[src/rtl/iterative_shifter.sv]
// Multi-cycle shifter: latches operand, amount and mode on start, then shifts up
// to STEP bits per clock and presents a held result with a one-cycle done pulse.
module iterative_shifter #(
  parameter int WIDTH   = 16,
  parameter int SHAMT_W = 4,
  parameter int STEP    = 1
) (
  input  logic               clk,
  input  logic               reset,
  input  logic               start,
  input  logic [1:0]         mode,
  input  logic [SHAMT_W-1:0] shamt,
  input  logic [WIDTH-1:0]   in,
  output logic [WIDTH-1:0]   out,
  output logic               busy,
  output logic               done
);

  typedef enum logic [1:0] {
    IDLE  = 2'd0,
    SHIFT = 2'd1,
    DONE  = 2'd2
  } state_t;

  localparam logic [1:0] MODE_SLL = 2'b00;
  localparam logic [1:0] MODE_SRL = 2'b01;
  localparam logic [1:0] MODE_SRA = 2'b10;
  localparam logic [1:0] MODE_ROL = 2'b11;

  state_t             state_r;
  logic [WIDTH-1:0]   acc_r;
  logic [SHAMT_W-1:0] cnt_r;
  logic [1:0]         mode_r;
  logic               sign_r;
  logic [WIDTH-1:0]   out_r;
  logic               busy_r;
  logic               done_r;

  logic [31:0]        step_amt_s;
  logic [SHAMT_W-1:0] cnt_next_s;
  logic [WIDTH-1:0]   acc_next_s;

  // One partial shift of s bits (0..STEP); s may equal WIDTH when STEP == WIDTH,
  // so the SRA/ROL cases go through a double-width vector to stay well defined.
  function automatic logic [WIDTH-1:0] shift_step(
    input logic [WIDTH-1:0] a,
    input logic [1:0]       m,
    input logic             sgn,
    input logic [31:0]      s
  );
    logic [2*WIDTH-1:0] wide;
    wide = '0;
    case (m)
      MODE_SLL: shift_step = a << s;
      MODE_SRL: shift_step = a >> s;
      MODE_SRA: begin
        wide       = {{WIDTH{sgn}}, a} >> s;
        shift_step = wide[WIDTH-1:0];
      end
      MODE_ROL: begin
        wide       = {a, a} << s;
        shift_step = wide[2*WIDTH-1:WIDTH];
      end
      default: shift_step = a;
    endcase
  endfunction

  // Per-clock step size min(STEP, cnt) and the next accumulator/counter values
  always_comb begin
    step_amt_s = 32'd0;
    if (32'(cnt_r) > 32'(STEP)) begin
      step_amt_s = 32'(STEP);
    end else begin
      step_amt_s = 32'(cnt_r);
    end
    cnt_next_s = cnt_r - SHAMT_W'(step_amt_s);
    acc_next_s = shift_step(acc_r, mode_r, sign_r, step_amt_s);
  end

  // Control FSM with registered result, busy and done
  always_ff @(posedge clk) begin
    if (reset) begin
      state_r <= IDLE;
      acc_r   <= '0;
      cnt_r   <= '0;
      mode_r  <= 2'b00;
      sign_r  <= 1'b0;
      out_r   <= '0;
      busy_r  <= 1'b0;
      done_r  <= 1'b0;
    end else begin
      case (state_r)
        IDLE, DONE: begin
          done_r <= 1'b0;
          if (start) begin
            acc_r  <= in;
            cnt_r  <= shamt;
            mode_r <= mode;
            sign_r <= in[WIDTH-1];
            if (shamt == '0) begin
              state_r <= DONE;
              out_r   <= in;
              busy_r  <= 1'b0;
              done_r  <= 1'b1;
            end else begin
              state_r <= SHIFT;
              busy_r  <= 1'b1;
            end
          end else begin
            state_r <= IDLE;
            busy_r  <= 1'b0;
          end
        end
        SHIFT: begin
          acc_r <= acc_next_s;
          cnt_r <= cnt_next_s;
          // start is deliberately not looked at here: a running shift cannot be restarted
          if (cnt_next_s == '0) begin
            state_r <= DONE;
            out_r   <= acc_next_s;
            busy_r  <= 1'b0;
            done_r  <= 1'b1;
          end else begin
            state_r <= SHIFT;
            busy_r  <= 1'b1;
            done_r  <= 1'b0;
          end
        end
        default: begin
          state_r <= IDLE;
          busy_r  <= 1'b0;
          done_r  <= 1'b0;
        end
      endcase
    end
  end

  assign out  = out_r;
  assign busy = busy_r;
  assign done = done_r;

endmodule
[config.mk]
export PLATFORM = sky130hd
export DESIGN_NAME = iterative_shifter
export DESIGN_NICKNAME = d
export VERILOG_FILES = /design/src/rtl/iterative_shifter.sv
export SDC_FILE = /design/constraint.sdc
export NUM_CORES = 1
export LEC_CHECK = 0
export ABC_AREA = 0
export BUFFER_PORTS_ARGS = -buffer_cell sky130_fd_sc_hd__buf_2
export CORE_MARGIN = 3
export CORE_UTILIZATION = 55
export DETAILED_ROUTE_END_ITERATION = 7
export MAX_ROUTING_LAYER = met4
export PLACE_DENSITY = 0.9
export SLEW_MARGIN = 20
export SYNTH_ARGS = -nofsm -noshare
export SYNTH_HDL_FRONTEND = slang
export SYNTH_SLANG_ARGS = --single-unit
[constraint.sdc]
create_clock -name clk -period 2.3 [get_ports clk]
set_input_delay 0.23 -clock clk [delete_from_list [all_inputs] [get_ports clk]]
set_output_delay 0.23 -clock clk [all_outputs]
set_load 0.1 [all_outputs]
==> results of run 1 <==
path summary, 6_finish.rpt:
path	end	slack [ns]
worst max register to register	out[7]	0.18
worst max-delay path	out[7]	0.18
worst min register to register	sign_r	0.48
worst min-delay path	mode_r[1]	0.16
final cells by class:
cell class,instances,area [µm²]
Fill cell,301,1180
Multi-Input combinational cell,214,1300
Tap cell,48,60.1
Timing Repair Buffer,57,323
Clock buffer,6,82.6
Clock inverter,2,37.5
Inverter,7,26.3
Sequential cell,41,822
state kept, by name, indices dropped and copies added, names as in the netlist:
signal and cells:
acc_r 16, out 16, cnt_r 4, mode_r 2, busy 1, done 1, sign_r 1
per-layer routing:
| layer | GRT usage | wire, µm | share of wire | vias up |
|---|---|---|---|---|
| met1 | 0.320 | 2540 | 0.42 | 1121 |
| met4 | 0.109 | 102 | 0.017 | 0 |
| met3 | 0.0604 | 549 | 0.090 | 16 |
| li1 | - | - | - | 1131 |
| met5 | - | 0 | 0 | - |
| met2 | 0.384 | 2890 | 0.47 | 127 |
metrics by stage:
stage	hold slack (ns)	instance area [µm²]	worst slack, ns
final	0.163	2650	0.185
after global routing	0.178	2650	0.0495
after CTS	0.158	2650	0.110
after detailed placement	0.452	2530	0.123
after global placement	0.445	2530	0.250
after floorplan	0.366	2280	0.0959
cell families (layout without fill, tap and decap cells):
family / count (synthesis) / in the layout / synth area share
AO/OA/AOI/OAI: 141 / 141 / 0.396
AND/OR/NAND/NOR: 67 / 67 / 0.141
flip-flops: 41 / 41 / 0.359
buffers and inverters: 33 / 72 / 0.0723
adder cells (fa/ha/maj): 5 / 5 / 0.0274
multiplexers: 1 / 1 / 0.00438
layout by cell type, fill, tap and decap left out, types with 2 or more instances in the layout:
cell type | synthesis | final
a211oi_1 | 15 | 15
a21o_1 | 14 | 14
a21oi_1 | 7 | 7
a22oi_1 | 2 | 2
a31oi_1 | 16 | 16
buf_2 | 5 | 42
buf_4 | 1 | 15
clkbuf_8 | 0 | 6
dfxtp_1 | 41 | 40
ha_1 | 5 | 5
inv_1 | 7 | 7
nand2_1 | 28 | 28
nand2b_1 | 2 | 2
nor2_1 | 21 | 21
nor2b_1 | 3 | 3
nor3_1 | 2 | 2
o21ai_0 | 63 | 63
o31ai_1 | 16 | 16
or2_2 | 2 | 2
or4_1 | 2 | 2
worst max-delay path, delay by kind of cell, from the launching register on:
family,cells,cell delay (ns)
AND/OR/NAND/NOR,3,0.54
AO/OA/AOI/OAI,3,0.53
flip-flops,1,0.41
buffers and inverters,2,0.35
adder cells (fa/ha/maj),1,0.21
where the power goes:
group / switching (mW) / internal (mW)
sequential: 0.0752 / 0.803
clock: 0.262 / 0.353
combinational: 0.654 / 0.247
timing repair:
action                                  in CTS  in global routing
gates resized for setup                      0                  1
hold buffers                                 0                  0
endpoints found under the setup margin       0                 10
==> flow_metrics.env, run 1 <==
export IMPL_fmax_mhz=473
export IMPL_report_final_slew_viol_count=0
export IMPL_critical_path_arrival_ns=2.34
export IMPL_yosysMostFrequentCell="o21ai_0"
export IMPL_antenna_left=0
export IMPL_cp_max_fo=16
export IMPL_hpwl_um=4090
export IMPL_cts_num_sinks=41
export IMPL_wl_um=6090
export IMPL_maxCapViolCount=0
export IMPL_syn_to_final_growth_pct=16.0
export IMPL_finalSetupTns_ns=0
export IMPL_cpPeakStageDelay_ns=0.41
export IMPL_ys_seq_area_frac=0.359
export IMPL_setup_violations=0
export IMPL_cts_tree="done"
export IMPL_worst_ep_required_time_ns=2.53
export IMPL_power_mw=2.39
export IMPL_drc=0
export IMPL_numCtsBuffers=5
export IMPL_fin_nets=356
export IMPL_hold_path_class="in -> reg"
export IMPL_period_needed_ns=2.12
export IMPL_synth_area_um2=2280
export IMPL_startpoint="cnt_r[1]"
export IMPL_die_height_um=70.4
export IMPL_r2r_start="cnt_r[1]"
export IMPL_routed_via_density=6.39
export IMPL_path_cells="nor3_1 > or2_2 > inv_1 > ha_1 > nand3b_1 > o32ai_4 > buf_4 > o31ai_1 > a31oi_1"
export IMPL_drive_above_1_share=0.229
export IMPL_die_x_um=70.4
export IMPL_diodes=0
export IMPL_dieArea_um2=4960
export IMPL_synthCells=288
export IMPL_grt_total_usage=0.253
export IMPL_synth_edf_count=0
export IMPL_num_rows=22
export IMPL_coreArea_um2=3830
export IMPL_rsz0062_at_grt="no"
export IMPL_worst_r2r_cell_count=9
export IMPL_dpl_cell_count=367
export IMPL_slowest_stage="dfxtp_2"
export IMPL_critical_path_class="reg -> reg"
export IMPL_avgSynthCellArea_um2=7.93
export IMPL_grt_pass1_wl_um=9980
export IMPL_finalCritPeriodShare=0.920
export IMPL_min_path_cells=3
export IMPL_pin_count=43
export IMPL_clk_path_buf_depth=2
export IMPL_root_buffer="clkbuf_8"
export IMPL_drtIter0Drc=242
export IMPL_grt_pass1_vias=2193
export IMPL_tightest_slew_ns=0.654
export IMPL_grt_overflow=0
export IMPL_drt_pass1_iterations=5
export IMPL_finalClockSkew_ns=0.00842
export IMPL_synth_distinct_cells=38
export IMPL_cp_end_kind="flip-flop"
export IMPL_slew_headroom=0.563
export IMPL_gp_congestion=0.926
export IMPL_clock_latency_ns=0.30
export IMPL_grt_max_degree=30
export IMPL_start_util=0.597
export IMPL_syn_nets=318
export IMPL_synth_top_cell_area_share=0.359
export IMPL_clk_pin_slew_worst_paths_ns=0.08
export IMPL_synth_seq_cells=41
export IMPL_power_ir_vdd_worst_mv=0.687
export IMPL_ys_flop_type="dfxtp_1"
export IMPL_synth_async_reset_ratio=0
export IMPL_status="completed"
export IMPL_antenna_found_initial=0
export IMPL_vias=2395
export IMPL_instances_no_fill=375
export IMPL_hold_start="mode[1]"
export IMPL_cts_setup_buffers=0
export IMPL_cts_max_level=2
export IMPL_wl_per_cell_um=16.2
export IMPL_startpoint_type="flip-flop"
export IMPL_synthTopCellsByArea="dfxtp_1 (36%), o21ai_0 (14%), o31ai_1 (5.3%)"
export IMPL_power_density_nw_per_um2=904
export IMPL_yosys_warnings=0
export IMPL_synth_common_cells="o21ai_0 (63), dfxtp_1 (41), nand2_1 (28)"
export IMPL_hold_viol=0
export IMPL_io_buffers=42
export IMPL_p_leak_nw=1.13
export IMPL_synth_largest_area_cell="dfxtp_1"
export IMPL_fin_util=0.692
No activity file was read; power rests on OpenSTA's default activity.
==> run 2: changes to the inputs <==
CORE_UTILIZATION = 59   (was 55)
PLACE_DENSITY = 0.95   (was 0.9)
clock period = 2.68 ns   (was 2.3 ns; I/O delays follow)
==> run 2 against run 1 <==
Sequential power is 14% lower. Non-clock buffer count is 6 lower. Global-route usage is 4.9 points higher. Clock-buffer cell count is 1 higher. Clock skew is 0.00057 ns lower. Sequential cell count stayed put. Register-to-register slack better by 0.16 ns. Critical endpoint is now done.
==> flow_metrics.env, run 2 (same netlist as run 1, synthesis figures left out) <==
export IMPL_status="completed"
export IMPL_instances_no_fill=367
export IMPL_fin_util=0.737
export IMPL_worst_r2r_cell_count=8
export IMPL_grt_max_degree=26
export IMPL_finalCritPeriodShare=0.870
export IMPL_power_frac_comb=0.371
export IMPL_finalClockSkew_ns=0.00785
export IMPL_hold_end="mode_r[1]"
export IMPL_grt_total_usage=0.302
export IMPL_gp_congestion=0.943
export IMPL_fin_nets=350
export IMPL_final_common_cell="o21ai_0"
export IMPL_report_final_slew_viol_count=0
export IMPL_worst_ep_required_time_ns=2.88
export IMPL_min_path_cells=3
export IMPL_grt_overflow=0
export IMPL_switchingPower_uw=857
export IMPL_routed_via_density=6.62
export IMPL_p_leak_nw=1.10
export IMPL_antenna_left=0
export IMPL_grt_pass1_vias=2234
export IMPL_cts_max_level=2
export IMPL_final_cell_mix="o21ai_0 (63), buf_2 (42), dfxtp_1 (41), nand2_1 (28), nor2_1 (21)"
export IMPL_power_density_nw_per_um2=790
export IMPL_clock_power_share=0.259
export IMPL_swShare=0.418
export IMPL_startpoint_type="flip-flop"
export IMPL_pin_count=43
export IMPL_hold_start="mode[1]"
export IMPL_hold_path_class="in -> reg"
export IMPL_wl_um=6250
export IMPL_period_needed_ns=2.33
export IMPL_die_x_um=68.2
export IMPL_p_int_mw=1.19
export IMPL_critical_path_arrival_ns=2.53
export IMPL_root_buffer="clkbuf_8"
export IMPL_num_rows=21
export IMPL_tightest_slew_ns=0.792
export IMPL_diodes=0
export IMPL_hold_viol=0
export IMPL_clock_latency_ns=0.30
export IMPL_io_buffers=42
export IMPL_timing_rr_end="done"
export IMPL_coreArea_um2=3520
export IMPL_cts_num_sinks=41
export IMPL_p_seq_frac=0.370
export IMPL_r2r_slack_ns=0.35
export IMPL_antenna_found_initial=0
export IMPL_fmax_mhz=429
export IMPL_drc=0
export IMPL_hpwl_um=4050
export IMPL_drive_above_1_share=0.212
export IMPL_dieArea_um2=4650
export IMPL_die_height_um=68.2
export IMPL_cp_max_fo=17
export IMPL_clk_path_buf_depth=2
export IMPL_drt_pass1_iterations=5
export IMPL_cts_tree="done"
export IMPL_maxCapViolCount=0
export IMPL_start_util=0.649
export IMPL_wl_per_cell_um=17.0
export IMPL_numCtsBuffers=5
export IMPL_cp_end_kind="flip-flop"
export IMPL_dpl_cell_count=359
export IMPL_critical_path_class="reg -> reg"
export IMPL_grt_pass1_wl_um=10300
export IMPL_cts_hold_buf=0
export IMPL_rsz0062_at_grt="no"
export IMPL_r2r_start="cnt_r[1]"
export IMPL_setup_violations=0
export IMPL_slew_headroom=0.468
export IMPL_drtIter0Drc=292
export IMPL_power_ir_vdd_worst_mv=0.631
export IMPL_clk_pin_slew_worst_paths_ns=0.08
export IMPL_syn_to_final_growth_pct=13.7
export IMPL_vias=2430
export IMPL_finalSetupTns_ns=0
run 2: cell types whose count changed in the layout (fill, tap and decap cells not counted):
cell,before,now
buf_4,15,9
clkbuf_1,0,1
clkinvlp_4,1,0
dfxtp_1,40,41
dfxtp_2,1,0
or2_1,1,0
or2_2,2,3
run 2: how the worst max path moves through the flow:
stage,cells past startpoint,slack (ns),from,to
global placement,8,0.36,cnt_r[2],done
CTS,8,0.19,cnt_r[1],out[8]
finish,8,0.35,cnt_r[1],done
floorplan,6,0.48,busy,out[10]
detailed placement,8,0.21,cnt_r[1],out[11]
global route,8,0.21,cnt_r[1],out[1]
run 2: power by group through the flow:
| stage | registers, mW | logic [mW] | clock network (mW) |
|---|---|---|---|
| floorplan | 1.00 | 0.370 | 0 |
| global placement | 0.764 | 0.724 | 0 |
| detailed placement | 0.766 | 0.747 | 0 |
| CTS | 0.755 | 0.754 | 0.524 |
| global route | 0.769 | 0.818 | 0.553 |
| finish | 0.758 | 0.762 | 0.531 |
run 2: repair_timing:
item,CTS,global route
endpoints found under the setup margin,0,10
gates resized for setup,0,1
endpoints found under the hold margin,0,0
buffers inserted,0,0
run 2: cell type report:
type                    instances  area (µm²)
multi-input cells             214        1300
fillers                       273         925
flip-flops and latches         41         821
repair buffers                 51         278
clock buffers                   7        86.3
well taps                      46        57.6
clock inverters                 1        30.0
inverters                       7        26.3
run 2: per-layer routing:
metal  global-route usage  up-vias  share of wire
met5                    -        -              0
met2                0.474      163           0.47
met3               0.0739       20           0.10
li1                     -     1120              -
met4                0.124        0          0.022
met1                0.370     1127           0.40
run 2: per-stage QoR:
stage	area (µm²)	hold slack, ns	power, mW	worst slack (ns)
after floorplan	2280	0.404	1.37	0.476
after global placement	2480	0.444	1.49	0.364
after detailed placement	2480	0.455	1.51	0.207
after CTS	2600	0.197	2.03	0.190
after global routing	2600	0.214	2.14	0.209
final	2600	0.197	2.05	0.349
run 2: worst max-delay path, stage by stage (launching register included):
cell and delay [ns]:
dfxtp_1 0.48, nor3_1 0.12, or2_2 0.31, inv_1 0.07
ha_1 0.21, nor2_1 0.07, and4_4 0.28, or2_2 0.46
and3_1 0.23
